File: src/rtl/counter_share_sched.sv
// counter_share_sched
// Round-robin scheduler that lends one WIDTH-bit interval counter to NREQ
// requesters, one window at a time, and pulses a per-requester done when
// a window completes.
//
// Ports:
//   clk       - rising-edge clock
//   rst       - asynchronous active-high reset
//   req       - per-requester request level (bit i = requester i)
//   len       - window lengths, len[i*WIDTH +: WIDTH] belongs to requester i
//   grant     - one-hot current owner of the counter, zero when idle
//   count     - shared counter value
//   busy      - high while in COUNT or DONE
//   done      - one-cycle completion pulse to the finishing requester
//   dbg_state - current FSM state (0 IDLE, 1 COUNT, 2 DONE)
//
// Handshake: a requester holds req high until it sees its done pulse.
// Dropping req while owning the counter aborts the window with no done.
// Requests are only arbitrated in IDLE; len is sampled only at grant time.
module counter_share_sched #(
   parameter int NREQ  = 4,
   parameter int WIDTH = 4
) (
   input  logic                    clk,
   input  logic                    rst,
   input  logic [NREQ-1:0]         req,
   input  logic [NREQ*WIDTH-1:0]   len,
   output logic [NREQ-1:0]         grant,
   output logic [WIDTH-1:0]        count,
   output logic                    busy,
   output logic [NREQ-1:0]         done,
   output logic [1:0]              dbg_state
);

   localparam int PW = (NREQ > 1) ? $clog2(NREQ) : 1;

   typedef enum logic [1:0] {
      IDLE  = 2'd0,
      COUNT = 2'd1,
      DONE  = 2'd2
   } state_t;

   state_t            state, state_n;
   logic [NREQ-1:0]   grant_n, done_n;
   logic [WIDTH-1:0]  count_n;
   logic [WIDTH-1:0]  win_len, win_len_n;
   logic [PW-1:0]     ptr, ptr_n;
   logic [PW-1:0]     owner, owner_n;
   logic              busy_n;

   // Round-robin pick: first set request scanning ptr, ptr+1, ... mod NREQ.
   logic [PW-1:0]     win;
   logic              found;
   logic [PW:0]       idx;

   always_comb begin
      found = 1'b0;
      win   = '0;
      idx   = '0;
      for (int i = 0; i < NREQ; i++) begin
         idx = {1'b0, ptr} + (PW+1)'(i);
         if (idx >= (PW+1)'(NREQ)) idx = idx - (PW+1)'(NREQ);
         if (!found && req[idx[PW-1:0]]) begin
            found = 1'b1;
            win   = idx[PW-1:0];
         end
      end
   end

   function automatic logic [PW-1:0] inc_wrap(input logic [PW-1:0] v);
      if (int'(v) == NREQ - 1) return '0;
      else                     return v + 1'b1;
   endfunction

   function automatic logic [NREQ-1:0] onehot(input logic [PW-1:0] v);
      return NREQ'(1) << v;
   endfunction

   always_comb begin
      state_n   = state;
      grant_n   = grant;
      count_n   = count;
      done_n    = '0;
      ptr_n     = ptr;
      owner_n   = owner;
      win_len_n = win_len;
      case (state)
         IDLE: begin
            grant_n = '0;
            count_n = '0;
            if (found) begin
               owner_n   = win;
               win_len_n = len[win*WIDTH +: WIDTH];
               if (len[win*WIDTH +: WIDTH] == '0) begin
                  // Empty window: skip COUNT, complete immediately.
                  state_n = DONE;
                  done_n  = onehot(win);
                  ptr_n   = inc_wrap(win);
               end else begin
                  state_n = COUNT;
                  grant_n = onehot(win);
               end
            end
         end
         COUNT: begin
            if (!req[owner]) begin
               // Abort wins over completion: no done for a withdrawn request.
               state_n = IDLE;
               grant_n = '0;
               count_n = '0;
               ptr_n   = inc_wrap(owner);
            end else if (count == win_len - 1'b1) begin
               state_n = DONE;
               grant_n = '0;
               count_n = '0;
               done_n  = onehot(owner);
               ptr_n   = inc_wrap(owner);
            end else begin
               count_n = count + 1'b1;
            end
         end
         DONE: begin
            state_n = IDLE;
            grant_n = '0;
            count_n = '0;
         end
         default: begin
            state_n = IDLE;
            grant_n = '0;
            count_n = '0;
         end
      endcase
      busy_n = (state_n != IDLE);
   end

   always_ff @(posedge clk or posedge rst) begin
      if (rst) begin
         state   <= IDLE;
         grant   <= '0;
         count   <= '0;
         busy    <= 1'b0;
         done    <= '0;
         ptr     <= '0;
         owner   <= '0;
         win_len <= '0;
      end else begin
         state   <= state_n;
         grant   <= grant_n;
         count   <= count_n;
         busy    <= busy_n;
         done    <= done_n;
         ptr     <= ptr_n;
         owner   <= owner_n;
         win_len <= win_len_n;
      end
   end

   assign dbg_state = state;

endmodule

File: config.mk
export PLATFORM = sky130hd
export DESIGN_NAME = counter_share_sched
export DESIGN_NICKNAME = d
export VERILOG_FILES = /design/src/rtl/counter_share_sched.sv
export SDC_FILE = /design/constraint.sdc
export NUM_CORES = 1
export LEC_CHECK = 0
export CORE_AREA = 2 2 59 61
export CTS_CLUSTER_DIAMETER = 80
export DETAILED_ROUTE_END_ITERATION = 6
export DIE_AREA = 0 0 61 63
export HOLD_SLACK_MARGIN = 0.1
export PLACE_DENSITY_LB_ADDON = 0.1
export SLEW_MARGIN = 20
export SYNTH_ARGS = -nofsm -noshare
export SYNTH_HDL_FRONTEND = slang
export SYNTH_SLANG_ARGS = --single-unit
File: constraint.sdc
create_clock -name clk -period 2.4 [get_ports clk]
set_input_delay 0.48 -clock clk [delete_from_list [all_inputs] [get_ports clk]]
set_output_delay 0.48 -clock clk [all_outputs]
set_load 0.03 [all_outputs]
==> impl_summary.md, run 1 <==
Run status
The run finished with clean final reports.

Synth
The number of instances in the synthesized netlist is between 100 and 150. The cell type with the highest aggregate area in the netlist is sky130_fd_sc_hd__dfrtp_1. The sequential element share of the synthesized area is 0.427.

Counting every net in the synthesized netlist gives 160. The count of different cell masters after synthesis is 33. The mapped netlist covers around 0.0013 sq mm.

The share of synthesized area in the top cell type comes to 0.427. The warning count from the yosys run is 0. The mean area per synthesized cell is 10.5 sq um. By area the synthesized netlist is led by sky130_fd_sc_hd__dfrtp_1 (43%), sky130_fd_sc_hd__ha_1 (9.3%), sky130_fd_sc_hd__a22o_1 (7.8%), sky130_fd_sc_hd__mux2i_1 (4.5%), sky130_fd_sc_hd__nand2b_1 (3.7%).

The count of state elements after synthesis is 23.

Worst setup path
Among cell families on the critical path, the largest total delay comes from compound AO/OA/AOI/OAI gates. The worst endpoint data arrival time is between 2 and 3 ns. The type of the worst setup path is input port to flip-flop.

The start of the worst register-to-register path is ptr[1]$_DFFE_PP0P_. Data on the critical path is required at its endpoint by 2.61 ns. The worst path buffer plus inverter count is 2.

The critical path goes through clkdlybuf4s50_1 -> and2_1 -> a311oi_2 -> buf_4 -> mux2i_1 -> a22o_1 -> nand4_4 -> a21oi_2 -> mux2_4. Of all nets on the critical path, the largest fanout is 6. Tracing the worst setup path back leads to its startpoint at req[0]. The kind of capture point of the worst setup path is a flip-flop. In this design, the stage delay of the slowest critical-path cell is about 0.42 ns. The worst setup path is launched from an input port.

The critical-path cell with the highest stage delay is sky130_fd_sc_hd__clkdlybuf4s50_1.

STA
The ratio of final minimum period to clock period is 0.985. The number of endpoints failing setup at the final stage is 0. The count of pins over their slew limit is 0. The number of hold violations in the final report is 0.

The measured slew at the worst slew-check pin is 0.444 ns. For the finished layout, the period the worst path requires is 2.36 ns. Headroom to the max-slew limit came out at 0.701. The final-layout setup total negative slack is 0 ns. The worst clock skew is 0.00846 ns. The fmax is 423 MHz. The worst-case setup margin in the final layout is 0.0368 ns. Setup repair after global routing could not meet its margin everywhere.

Pwr
The design draws between 2 and 2.5 mW. For this design the static power due to leakage is a little over 0.9 nW. The total net switching power is 0.912 mW. The power density normalized to cell area is approximately 1100 mW/mm^2. The internal power summed over all cells is 1.30 mW. The switching power as a share of total power is 0.412. The worst voltage drop across the vdd grid is roughly 0.00047 V. Of the total power, registers draw 0.297. The share of total power dissipated in combinational logic is 0.624. The share of total power dissipated in the clock network is 0.080.

Placement
The worst slack after detailed placement is -0.567 ns. Once placement finished, the instance area stood at 0.00187 sq mm. The port buffer count is 36.

The weighted congestion at the end of routability-driven global placement is 0.783. After legalization and detailed placement, the total HPWL measured 2300 um.

Routing
After detailed routing, the total wire length is 2790 um. The detailed router placed about 1,100 vias in this run. In this run the remaining antenna-violating nets after routing total 0. The final routed wire length divided by cell count is 12.0 um. After detailed routing, the number of vias per cell comes to 4.85. The number of optimization iterations in the first detailed-route pass is 4. The remaining design rule violation count is 0.

For this block, the initial DRC count from the detailed router was 22.

Clocking
The maximum buffer depth of the clock tree is 2. Buffers inserted to repair hold after CTS numbered 0. The number of CTS-inserted buffers is 3. The latest clock arrival within the worst-skew pair is 0.31 ns. CTS saw 23 sinks.

The H-tree level count is 1. The root buffer cell is sky130_fd_sc_hd__clkbuf_4. TritonCTS built the clock tree. After clock tree synthesis, the clock-pin slew on the worst setup and hold paths is 0.12 ns.

Die
In this run the count of I/O pins placed on the die edge is 37. The initial standard-cell utilization of the core is 0.417. The die width is 61 um.

The die covers approximately 0.0038 sq mm. In this run the vertical extent of the chip is 63 um. Row generation in the floorplan step produced 21 rows. In this run the standard cell core region covers 0.00323 sq mm.

Finish
After the last flow step, the layout net total stands at approximately 220. Counting the fill cells in the layout gives 296. The number of antenna diodes in the final layout is 0. In the layout the commonest cells are sky130_fd_sc_hd__clkdlybuf4s50_1 (33), sky130_fd_sc_hd__dfrtp_1 (23), sky130_fd_sc_hd__buf_4 (19). The share of cells above drive strength 1 is 0.172.

Compared with the post-synthesis result, the final layout area differs by 44.4%. Leaving out fill and tap cells, the most frequent cell in the layout is sky130_fd_sc_hd__clkdlybuf4s50_1. The finished cells cover roughly 0.0019 sq mm.

Global routing
The number of antenna violations at the first check in global routing came to 0. The total global routing track utilization is 0.161. The via count of the first global-routing pass is 1,061.

The largest net degree at the start of global routing is 24. The total overflow left after global routing is 0. The first global-routing pass estimated between 4000 and 5000 um of wire.

Hold path
The path class of the tightest hold or removal check is input port to asynchronous set/reset pin.

Flow run
The number of maximum-capacitance violations is 0.
power by group through the flow:
stage          sequential [mW]  combinational (mW)  clock (mW)
2_1_floorplan            0.778               0.737           0
3_3_place_gp             0.664                1.30           0
3_5_place_dp             0.670                1.33           0
4_1_cts                  0.659                1.37       0.183
5_1_grt                  0.680                1.52       0.204
6_report                 0.656                1.38       0.176
worst reg2reg max path, delay by kind of cell, from the launching register on:
family,cells,cell delay (ns)
flip-flops,1,0.45
multiplexers,3,0.63
buffers and inverters,1,0.23
AND/OR/NAND/NOR,2,0.29
AO/OA/AOI/OAI,3,0.66
sequential cells by signal (all words and copies together) (netlist names):
register	flops
owner	2
ptr	2
win_len	4
busy	1
count	4
grant	4
done	4
dbg_state	2
cell usage after synthesis, drive strengths merged:
cell type and count:
xnor2 3, a21oi 7, mux4 1, buf 1, nand2 7, mux2i 6, a211oi 1, and2 4
nor2b 2, or2 1, ha 10, xor2 5, nand3 1, nand4 2, a22o 12, nor3 2
o22ai 1, o21ai 6, a211o 1, nor2 5, nand2b 8, nor3b 1, inv 9, clkbuf 3
or3 1, dfrtp 23, and2b 1, nor4 1, a311oi 1, mux2 2
kinds of logic after synthesis:
| family | share of synthesized area |
|---|---|
| fa+ha+maj | 0.0929 |
| flops | 0.427 |
| simple gates | 0.149 |
| buf+inv | 0.0418 |
| compound gates | 0.157 |
| xor+xnor | 0.0520 |
| mux | 0.0808 |
worst paths after layout:
kind	to	slack [ns]	depth (start not counted)
worst min-delay path	grant[0]$_DFFE_PP0N_	0.50	3
min in group clk	grant[1]$_DFFE_PP0N_	0.52	1
worst max-delay path	ptr[1]$_DFFE_PP0P_	0.04	9
worst min register to register	grant[1]$_DFFE_PP0N_	0.52	1
worst max register to register	ptr[1]$_DFFE_PP0P_	0.04	9
max in group asynchronous	win_len[0]$_DFFE_PP0P_	1.67	3
layer usage:
metal,share of wire,GRT usage,up-vias
met4,0.016,0.0652,0
met2,0.50,0.263,30
met3,0.047,0.0331,4
li1,-,-,563
met1,0.44,0.203,529
met5,0,0,-
what timing repair did:
item,CTS,global route
cloned,1,0
endpoints found under the hold margin,0,0
pin swaps,4,1
resized for setup,4,4
setup endpoints to repair,11,11
setup buffers,3,1
per-stage QoR:
stage               instances  utilization  hold WS (ns)
global route              232        0.602         0.507
global placement          223        0.579         0.492
CTS                       231        0.597         0.512
floorplan                 128            -         0.469
detailed placement        223        0.579         0.497
finish                    232        0.602         0.503
final cells by class:
class / instances / area (sq um) / share of cell area
clock buffer: 4 / 26.3 / 0.0135
tap: 46 / 57.6 / 0.0296
timing repair buffer: 58 / 527 / 0.271
inverter: 9 / 33.8 / 0.0174
sequential: 23 / 576 / 0.296
multi-input combinational: 92 / 726 / 0.373
(Power assumes the default switching activity.)
==> run 2, diff against run 1 <==
--- a/config.mk
+++ b/config.mk
@@ -5,10 +5,12 @@
 export SDC_FILE = /design/constraint.sdc
 export NUM_CORES = 1
 export LEC_CHECK = 0
-export CORE_AREA = 2 2 59 61
+export CELL_PAD_IN_SITES_DETAIL_PLACEMENT = 0
+export CELL_PAD_IN_SITES_GLOBAL_PLACEMENT = 1
+export CORE_AREA = 2 2 67 69
 export CTS_CLUSTER_DIAMETER = 80
 export DETAILED_ROUTE_END_ITERATION = 6
-export DIE_AREA = 0 0 61 63
+export DIE_AREA = 0 0 69 71
 export HOLD_SLACK_MARGIN = 0.1
 export PLACE_DENSITY_LB_ADDON = 0.1
 export SLEW_MARGIN = 20
==> run 2 against run 1 <==
Sequential power about the same. Global-route usage down 3.3 points. Utilization down 12 points. Largest cell class unchanged. Largest power group unchanged.
==> impl_summary.md, run 2 (same netlist as run 1, synthesis figures left out) <==
Finish
The share of cells above drive strength 1 is 0.196 (was 0.172). The count of filler cells inserted in the layout came to 399 (was 296). The total number of nets in the final design is 222 (was 219). The most common cell after layout, fill and taps aside is sky130_fd_sc_hd__clkdlybuf4s50_1 (unchanged). The final instance area came to 0.00202 sq mm (was 0.00195 sq mm). The antenna diode count came to 0 (unchanged). Highest-count cells in the layout ignoring fill and taps: sky130_fd_sc_hd__clkdlybuf4s50_1 (32), sky130_fd_sc_hd__dfrtp_1 (22), sky130_fd_sc_hd__buf_4 (22) (was sky130_fd_sc_hd__clkdlybuf4s50_1 (33), sky130_fd_sc_hd__dfrtp_1 (23), sky130_fd_sc_hd__buf_4 (19)). The synthesis-to-finish area growth is 49.8% (was 44.4%).

Routing
The antenna violation net count after detailed routing is 0 (unchanged). The violation count after the first detailed-routing iteration came to 55 (was 22). The routed wire length is 2910 um (was 2790 um). The final routed wire length divided by cell count was 12.1 um (was 12.0 um).

The total vias in the final route is 1,108 (was 1,126). The via-per-instance ratio is 4.60 (was 4.85). The number of optimization iterations in the first detailed-route pass is 4 (unchanged). The remaining design rule violation count is 0 (unchanged).

Placement
The placed instance area is 0.00190 sq mm (was 0.00187 sq mm). The detailed placement HPWL is 2290 um (was 2300 um). The port buffer count is 36 (unchanged). The weighted congestion at the end of routability-driven global placement is 0.827 (was 0.783).

STA
The headroom to the max-slew limit was 0.713 (was 0.701). The number of endpoints failing setup at the final stage is 0 (unchanged). The fmax is 432 MHz (was 423 MHz). The number of hold violations in the final report was 0 (unchanged). The worst clock skew came to 0.00388 ns (was 0.00846 ns). The shortest period the worst path allows came to 2.31 ns (was 2.36 ns). The ratio of final minimum period to clock period is 0.964 (was 0.985).

The count of pins over their slew limit is 0 (unchanged). The measured slew at the worst slew-check pin is 0.427 ns (was 0.444 ns). RSZ-0062 raised after global routing: yes (unchanged).

Pwr
The leakage power is 0.956 nW (was 0.928 nW). The power density normalized to cell area was 1160 mW/mm^2 (was 1140 mW/mm^2). The worst voltage drop across the vdd grid is 0.000383 V (was 0.000473 V). The total power of the final layout is 2.34 mW (was 2.21 mW).

Hold path
The startpoint of the worst hold path is grant[3]$_DFFE_PP0N_. The worst min-delay path class was flip-flop to flip-flop (was input port to asynchronous set/reset pin). The hold path endpoint is grant[3]$_DFFE_PP0N_. The cell count of the worst hold path is 1.

Clocking
The clock-pin slew of the registers on the worst-case setup and hold paths was 0.08 ns (was 0.12 ns). The maximum buffer depth of the clock tree is 2 (unchanged). The number of CTS-inserted buffers came to 3 (unchanged). The H-tree level count is 1 (unchanged).

The root buffer cell is sky130_fd_sc_hd__clkbuf_8 (was sky130_fd_sc_hd__clkbuf_4). The CTS tree is yes (unchanged). The latest clock arrival within the worst-skew pair is 0.26 ns (was 0.31 ns). The sink count of the clock tree is 23 (unchanged). The post-cts hold buffer count came to 0 (unchanged).

Global routing
The via count of the first global-routing pass was 1,093 (was 1,061). The number of antenna violations at the first check in global routing is 0 (unchanged). The remaining global-route overflow was 0 (unchanged).

The total global routing track utilization is 0.128 (was 0.161). The largest net degree at the start of global routing came to 24 (unchanged). The first-pass GRT wire length was 5060 um (was 4700 um).

Worst setup path
The worst endpoint data arrival time is 2.46 ns (was 2.57 ns). The start of the worst register-to-register path is ptr[1]$_DFFE_PP0P_ (unchanged). Cell breakdown of the critical path: mux2i_1 -> and2_4 -> a311oi_4 -> buf_6 -> mux2i_1 -> a22o_1 -> nand4_4 -> a21oi_4 -> mux2_4 (was clkdlybuf4s50_1 -> and2_1 -> a311oi_2 -> buf_4 -> mux2i_1 -> a22o_1 -> nand4_4 -> a21oi_2 -> mux2_4). The endpoint of the worst register-to-register path is ptr[1]$_DFFE_PP0P_ (unchanged).

The most numerous cell type found on the critical path is sky130_fd_sc_hd__mux2i_1. The critical path's largest stage delay came to 0.44 ns (was 0.42 ns). The type of element launching the critical path is a flip-flop (was input port). The critical-path cell with the highest stage delay was sky130_fd_sc_hd__dfrtp_2 (was sky130_fd_sc_hd__clkdlybuf4s50_1). The type of the worst setup path is flip-flop to flip-flop (was input port to flip-flop). The kind of capture point of the worst setup path is a flip-flop (unchanged). The maximum fanout along the worst path is 6 (unchanged). The required time of the worst setup path came to 2.55 ns (was 2.61 ns). The logic depth of the worst register-to-register path is 9 (unchanged).

The setup slack of the most critical reg-to-reg path was 0.09 ns (was 0.04 ns).

Die
The total core area is 0.00420 sq mm (was 0.00323 sq mm). The die area came to 0.00490 sq mm (was 0.00384 sq mm). The initial standard-cell utilization of the core is 0.321 (was 0.417). The number of ports placed on the die boundary came to 37 (unchanged). The die width was 69 um (was 61 um). The vertical die dimension is 71 um (was 63 um). The row count was 24 (was 21).

Run status
Outcome: complete, no violations (unchanged).

Flow run
The number of maximum-capacitance violations came to 0 (unchanged).
-- run 2: cell types whose count changed in the layout (fill, tap and decap cells not counted), sizes merged --
cell	previous run	this run
clkdlybuf4s50	33	32
buf	22	25
dlygate4sd2	3	4
-- run 2: per-layer routing --
layer	global-route usage	vias to the layer above	wire (um)	share of wire
li1	-	567	-	-
met1	0.172	506	1350	0.47
met2	0.205	31	1370	0.47
met3	0.0271	4	148	0.051
met4	0.0458	0	34	0.012
met5	0	-	0	0
-- run 2: report_power, final --
part | switching [mW] | internal, mW
combinational | 0.699 | 0.750
clock | 0.117 | 0.118
sequential | 0.128 | 0.531
total | 0.944 | 1.40
-- run 2: area by class of cell --
cell class	count	area, sq um	area share
Sequential cell	23	577	0.286
Inverter	9	33.8	0.0167
Tap cell	52	65.1	0.0322
Timing Repair Buffer	61	548	0.272
Multi-Input combinational cell	92	749	0.371
Clock buffer	4	45.0	0.0223
-- run 2: critical path: cells and delay by family (launching register included) --
kind | cells | cell delay (ns)
compound gates | 3 | 0.66
mux | 3 | 0.61
buf+inv | 1 | 0.18
simple gates | 2 | 0.32
flops | 1 | 0.44
-- run 2: repair_timing --
item / in CTS / in global routing
setup endpoints to repair: 11 / 11
resized for setup: 9 / 4
setup buffers: 2 / 2
gates cloned: 1 / 0
pin swaps: 6 / 3
-- run 2: through the flow --
stage	worst slack (ns)	setup TNS, ns	utilization	std cells	hold WS (ns)
3_5_place_dp	-0.510	-5.04	0.452	232	0.494
6_report	0.0874	0	0.480	241	0.507
3_3_place_gp	-0.424	-4.24	0.452	232	0.495
5_1_grt	-0.0231	-0.0367	0.480	241	0.538
4_1_cts	0.0320	0	0.471	239	0.513
2_1_floorplan	0.0867	0	-	128	0.469
-- run 2: worst max-delay path by stage --
| stage | from | end | depth (start not counted) |
|---|---|---|---|
| detailed placement | req[3] | ptr[1]$_DFFE_PP0P_ | 10 |
| global placement | req[3] | ptr[1]$_DFFE_PP0P_ | 10 |
| global route | ptr[1]$_DFFE_PP0P_ | ptr[1]$_DFFE_PP0P_ | 9 |
| floorplan | ptr[1]$_DFFE_PP0P_ | ptr[1]$_DFFE_PP0P_ | 9 |
| CTS | ptr[1]$_DFFE_PP0P_ | ptr[1]$_DFFE_PP0P_ | 10 |
| finish | ptr[1]$_DFFE_PP0P_ | ptr[1]$_DFFE_PP0P_ | 9 |
==> run 3, diff against run 2 <==
--- a/config.mk
+++ b/config.mk
@@ -12,7 +12,7 @@
 export DETAILED_ROUTE_END_ITERATION = 6
 export DIE_AREA = 0 0 69 71
 export HOLD_SLACK_MARGIN = 0.1
-export PLACE_DENSITY_LB_ADDON = 0.1
+export PLACE_DENSITY = 0.76
 export SLEW_MARGIN = 20
 export SYNTH_ARGS = -nofsm -noshare
 export SYNTH_HDL_FRONTEND = slang
==> run 3 against run 2 <==
Global-route usage increased by 1.1 points. Combinational power about the same. Clock skew increased by 0.0015 ns. Die area unchanged. Count of clock-buffer cells in the layout unchanged.
==> impl_summary.md, run 3 (same netlist as run 1, synthesis figures left out) <==
Routing
The remaining design rule violation count was 0 (unchanged). The via-per-instance ratio is 4.62 (was 4.60). The total vias in the final route is 1,099 (was 1,108). The violation count after the first detailed-routing iteration is 42 (was 55). The routed wire length is 3070 um (was 2910 um). The number of optimization iterations in the first detailed-route pass is 4 (unchanged). The final routed wire length divided by cell count is 12.9 um (was 12.1 um). The antenna violation net count after detailed routing is 0 (unchanged).

Hold path
The cell count of the worst hold path was 2 (was 1). The startpoint of the worst hold path is win_len[3]$_DFFE_PP0P_ (was grant[3]$_DFFE_PP0N_). The hold path endpoint was win_len[3]$_DFFE_PP0P_ (was grant[3]$_DFFE_PP0N_).

The worst min-delay path class is flip-flop to flip-flop (unchanged).

Clocking
The post-cts hold buffer count is 0 (unchanged). The sink count of the clock tree is 23 (unchanged). The latest clock arrival within the worst-skew pair is 0.26 ns (about the same). The clock-pin slew of the registers on the worst-case setup and hold paths is 0.08 ns (about the same). The number of CTS-inserted buffers is 3 (unchanged). The CTS tree is yes (unchanged).

The H-tree level count is 1 (unchanged). The root buffer cell is sky130_fd_sc_hd__clkbuf_8 (unchanged). The maximum buffer depth of the clock tree was 2 (unchanged).

STA
The headroom to the max-slew limit is 0.710 (was 0.713). The number of endpoints failing setup at the final stage is 0 (unchanged). The number of hold violations in the final report came to 0 (unchanged). The measured slew at the worst slew-check pin came to 0.430 ns (was 0.427 ns). The fmax is 432 MHz (about the same). The final-layout setup total negative slack is 0 ns (unchanged).

The tightest hold margin is 0.511 ns (was 0.507 ns). RSZ-0062 raised after global routing: yes (unchanged). The worst clock skew was 0.00542 ns (was 0.00388 ns). The count of pins over their slew limit is 0 (unchanged). The shortest period the worst path allows is 2.32 ns (was 2.31 ns). The ratio of final minimum period to clock period came to 0.965 (was 0.964). The worst-case setup margin in the final layout came to 0.0849 ns (was 0.0874 ns).

Worst setup path
The type of element launching the critical path is a flip-flop (unchanged). The logic depth of the worst register-to-register path was 9 (unchanged). The type of the worst setup path is flip-flop to flip-flop (unchanged). The worst endpoint data arrival time is 2.46 ns (about the same).

The critical path's largest stage delay is 0.45 ns (was 0.44 ns). The required time of the worst setup path is 2.55 ns (about the same). The kind of cell adding the most delay to the critical path was compound AO/OA/AOI/OAI gates (unchanged). The setup slack of the most critical reg-to-reg path was 0.08 ns (was 0.09 ns).

The critical-path cell with the highest stage delay is sky130_fd_sc_hd__dfrtp_2 (unchanged). The start of the worst register-to-register path is ptr[1]$_DFFE_PP0P_ (unchanged). The worst path buffer plus inverter count is 1 (unchanged). The most numerous cell on the critical path is sky130_fd_sc_hd__mux2i_1 (unchanged). Cell breakdown of the critical path: mux2i_1 -> and2_4 -> a311oi_4 -> buf_6 -> mux2i_1 -> a22o_1 -> nand4_4 -> a21oi_4 -> mux2_4 (unchanged). The endpoint of the worst register-to-register path is ptr[1]$_DFFE_PP0P_ (unchanged). The kind of capture point of the worst setup path was a flip-flop (unchanged). The maximum fanout along the worst path is 6 (unchanged).

Global routing
The number of antenna violations at the first check in global routing is 0 (unchanged). The total global routing track utilization came to 0.139 (was 0.128). The largest net degree at the start of global routing is 24 (unchanged). The via count of the first global-routing pass is 1,198 (was 1,093). The first-pass GRT wire length is 5550 um (was 5060 um). The remaining global-route overflow is 0 (unchanged).

Die
The total core area is 0.00420 sq mm (unchanged). The row count is 24 (unchanged). The vertical die dimension came to 71 um (unchanged). The initial standard-cell utilization of the core is 0.321 (unchanged).

The die width is 69 um (unchanged). The number of ports placed on the die boundary is 37 (unchanged). The die area was 0.00490 sq mm (unchanged).

Finish
Highest-count cells in the layout ignoring fill and taps: sky130_fd_sc_hd__clkdlybuf4s50_1 (32), sky130_fd_sc_hd__dfrtp_1 (22), sky130_fd_sc_hd__buf_4 (19) (was sky130_fd_sc_hd__clkdlybuf4s50_1 (32), sky130_fd_sc_hd__dfrtp_1 (22), sky130_fd_sc_hd__buf_4 (22)). The synthesis-to-finish area growth is 48.7% (was 49.8%). The share of cells above drive strength 1 was 0.188 (was 0.196). The final cell count without fillers was 238 (was 241). The final instance area is 0.00200 sq mm (was 0.00202 sq mm). The total number of nets in the final design is 219 (was 222). The antenna diode count is 0 (unchanged). The most common cell after layout, fill and taps aside is sky130_fd_sc_hd__clkdlybuf4s50_1 (unchanged).

Run status
Outcome: complete, no violations (unchanged).

Pwr
The leakage power is 0.950 nW (was 0.956 nW). The worst voltage drop across the vdd grid was 0.000490 V (was 0.000383 V). The power density normalized to cell area is 1160 mW/mm^2 (about the same).

Placement
The weighted congestion at the end of routability-driven global placement is 0.797 (was 0.827). The worst slack after detailed placement was -0.511 ns (was -0.510 ns). The port buffer count was 36 (unchanged). The detailed placement HPWL is 2470 um (was 2290 um). The number of cells after detailed placement is 230 (was 232).

The placed instance area is 0.00189 sq mm (was 0.00190 sq mm).

Flow run
The number of maximum-capacitance violations is 0 (unchanged).
-- run 3: cell count changes in the layout (fill, tap and decap cells not counted), sizes merged --
| cell | delta |
|---|---|
| buf | -3 |
| dlygate4sd2 | -1 |
| dlymetal6s2s | +1 |
-- run 3: how the worst max path moves through the flow --
stage                       start                  to  slack (ns)  cells after the start
2_1_floorplan  ptr[1]$_DFFE_PP0P_  ptr[1]$_DFFE_PP0P_        0.09                      9
3_3_place_gp               req[3]  ptr[1]$_DFFE_PP0P_       -0.41                     10
3_5_place_dp               req[3]  ptr[1]$_DFFE_PP0P_       -0.51                     10
4_1_cts                    req[0]  ptr[1]$_DFFE_PP0P_       0.008                      9
5_1_grt        ptr[1]$_DFFE_PP0P_  ptr[1]$_DFFE_PP0P_       -0.04                      9
6_report       ptr[1]$_DFFE_PP0P_  ptr[1]$_DFFE_PP0P_        0.08                      9
-- run 3: per-layer routing --
layer	vias to the layer above	share of wire	global-route usage
met5	-	0	0
met2	27	0.51	0.255
met1	505	0.44	0.173
met4	0	0.0020	0.0261
met3	2	0.040	0.0242
li1	565	-	-
-- run 3: what timing repair did --
item | in CTS | in global routing
setup endpoints to repair | 11 | 11
gates cloned | 1 | 0
resized for setup | 7 | 6
pin swaps | 5 | 4
buffers inserted | 3 | 0
-- run 3: where the power goes --
group | total (mW) | leakage (nW) | internal, mW | switching [mW]
Combinational | 1.43 | 0.631 | 0.723 | 0.704
Sequential | 0.665 | 0.297 | 0.531 | 0.134
Clock | 0.232 | 0.0228 | 0.118 | 0.114
-- run 3: layout make-up --
type | instances | area [sq um]
fill | 405 | 2200
multi-input combinational | 92 | 753
sequential | 23 | 577
timing repair buffer | 58 | 529
tap | 52 | 65.1
clock buffer | 4 | 45.0
inverter | 9 | 33.8
-- run 3: worst min-delay path, delay by kind of cell, from the launching register on --
family / cells / cell delay (ns)
flops: 1 / 0.36
compound gates: 1 / 0.06
simple gates: 1 / 0.05
-- run 3: stage by stage --
stage	utilization	power [mW]
finish	0.476	2.32
global route	0.476	2.53
CTS	0.470	2.31
detailed placement	0.449	2.00
global placement	0.449	1.95
floorplan	-	1.52
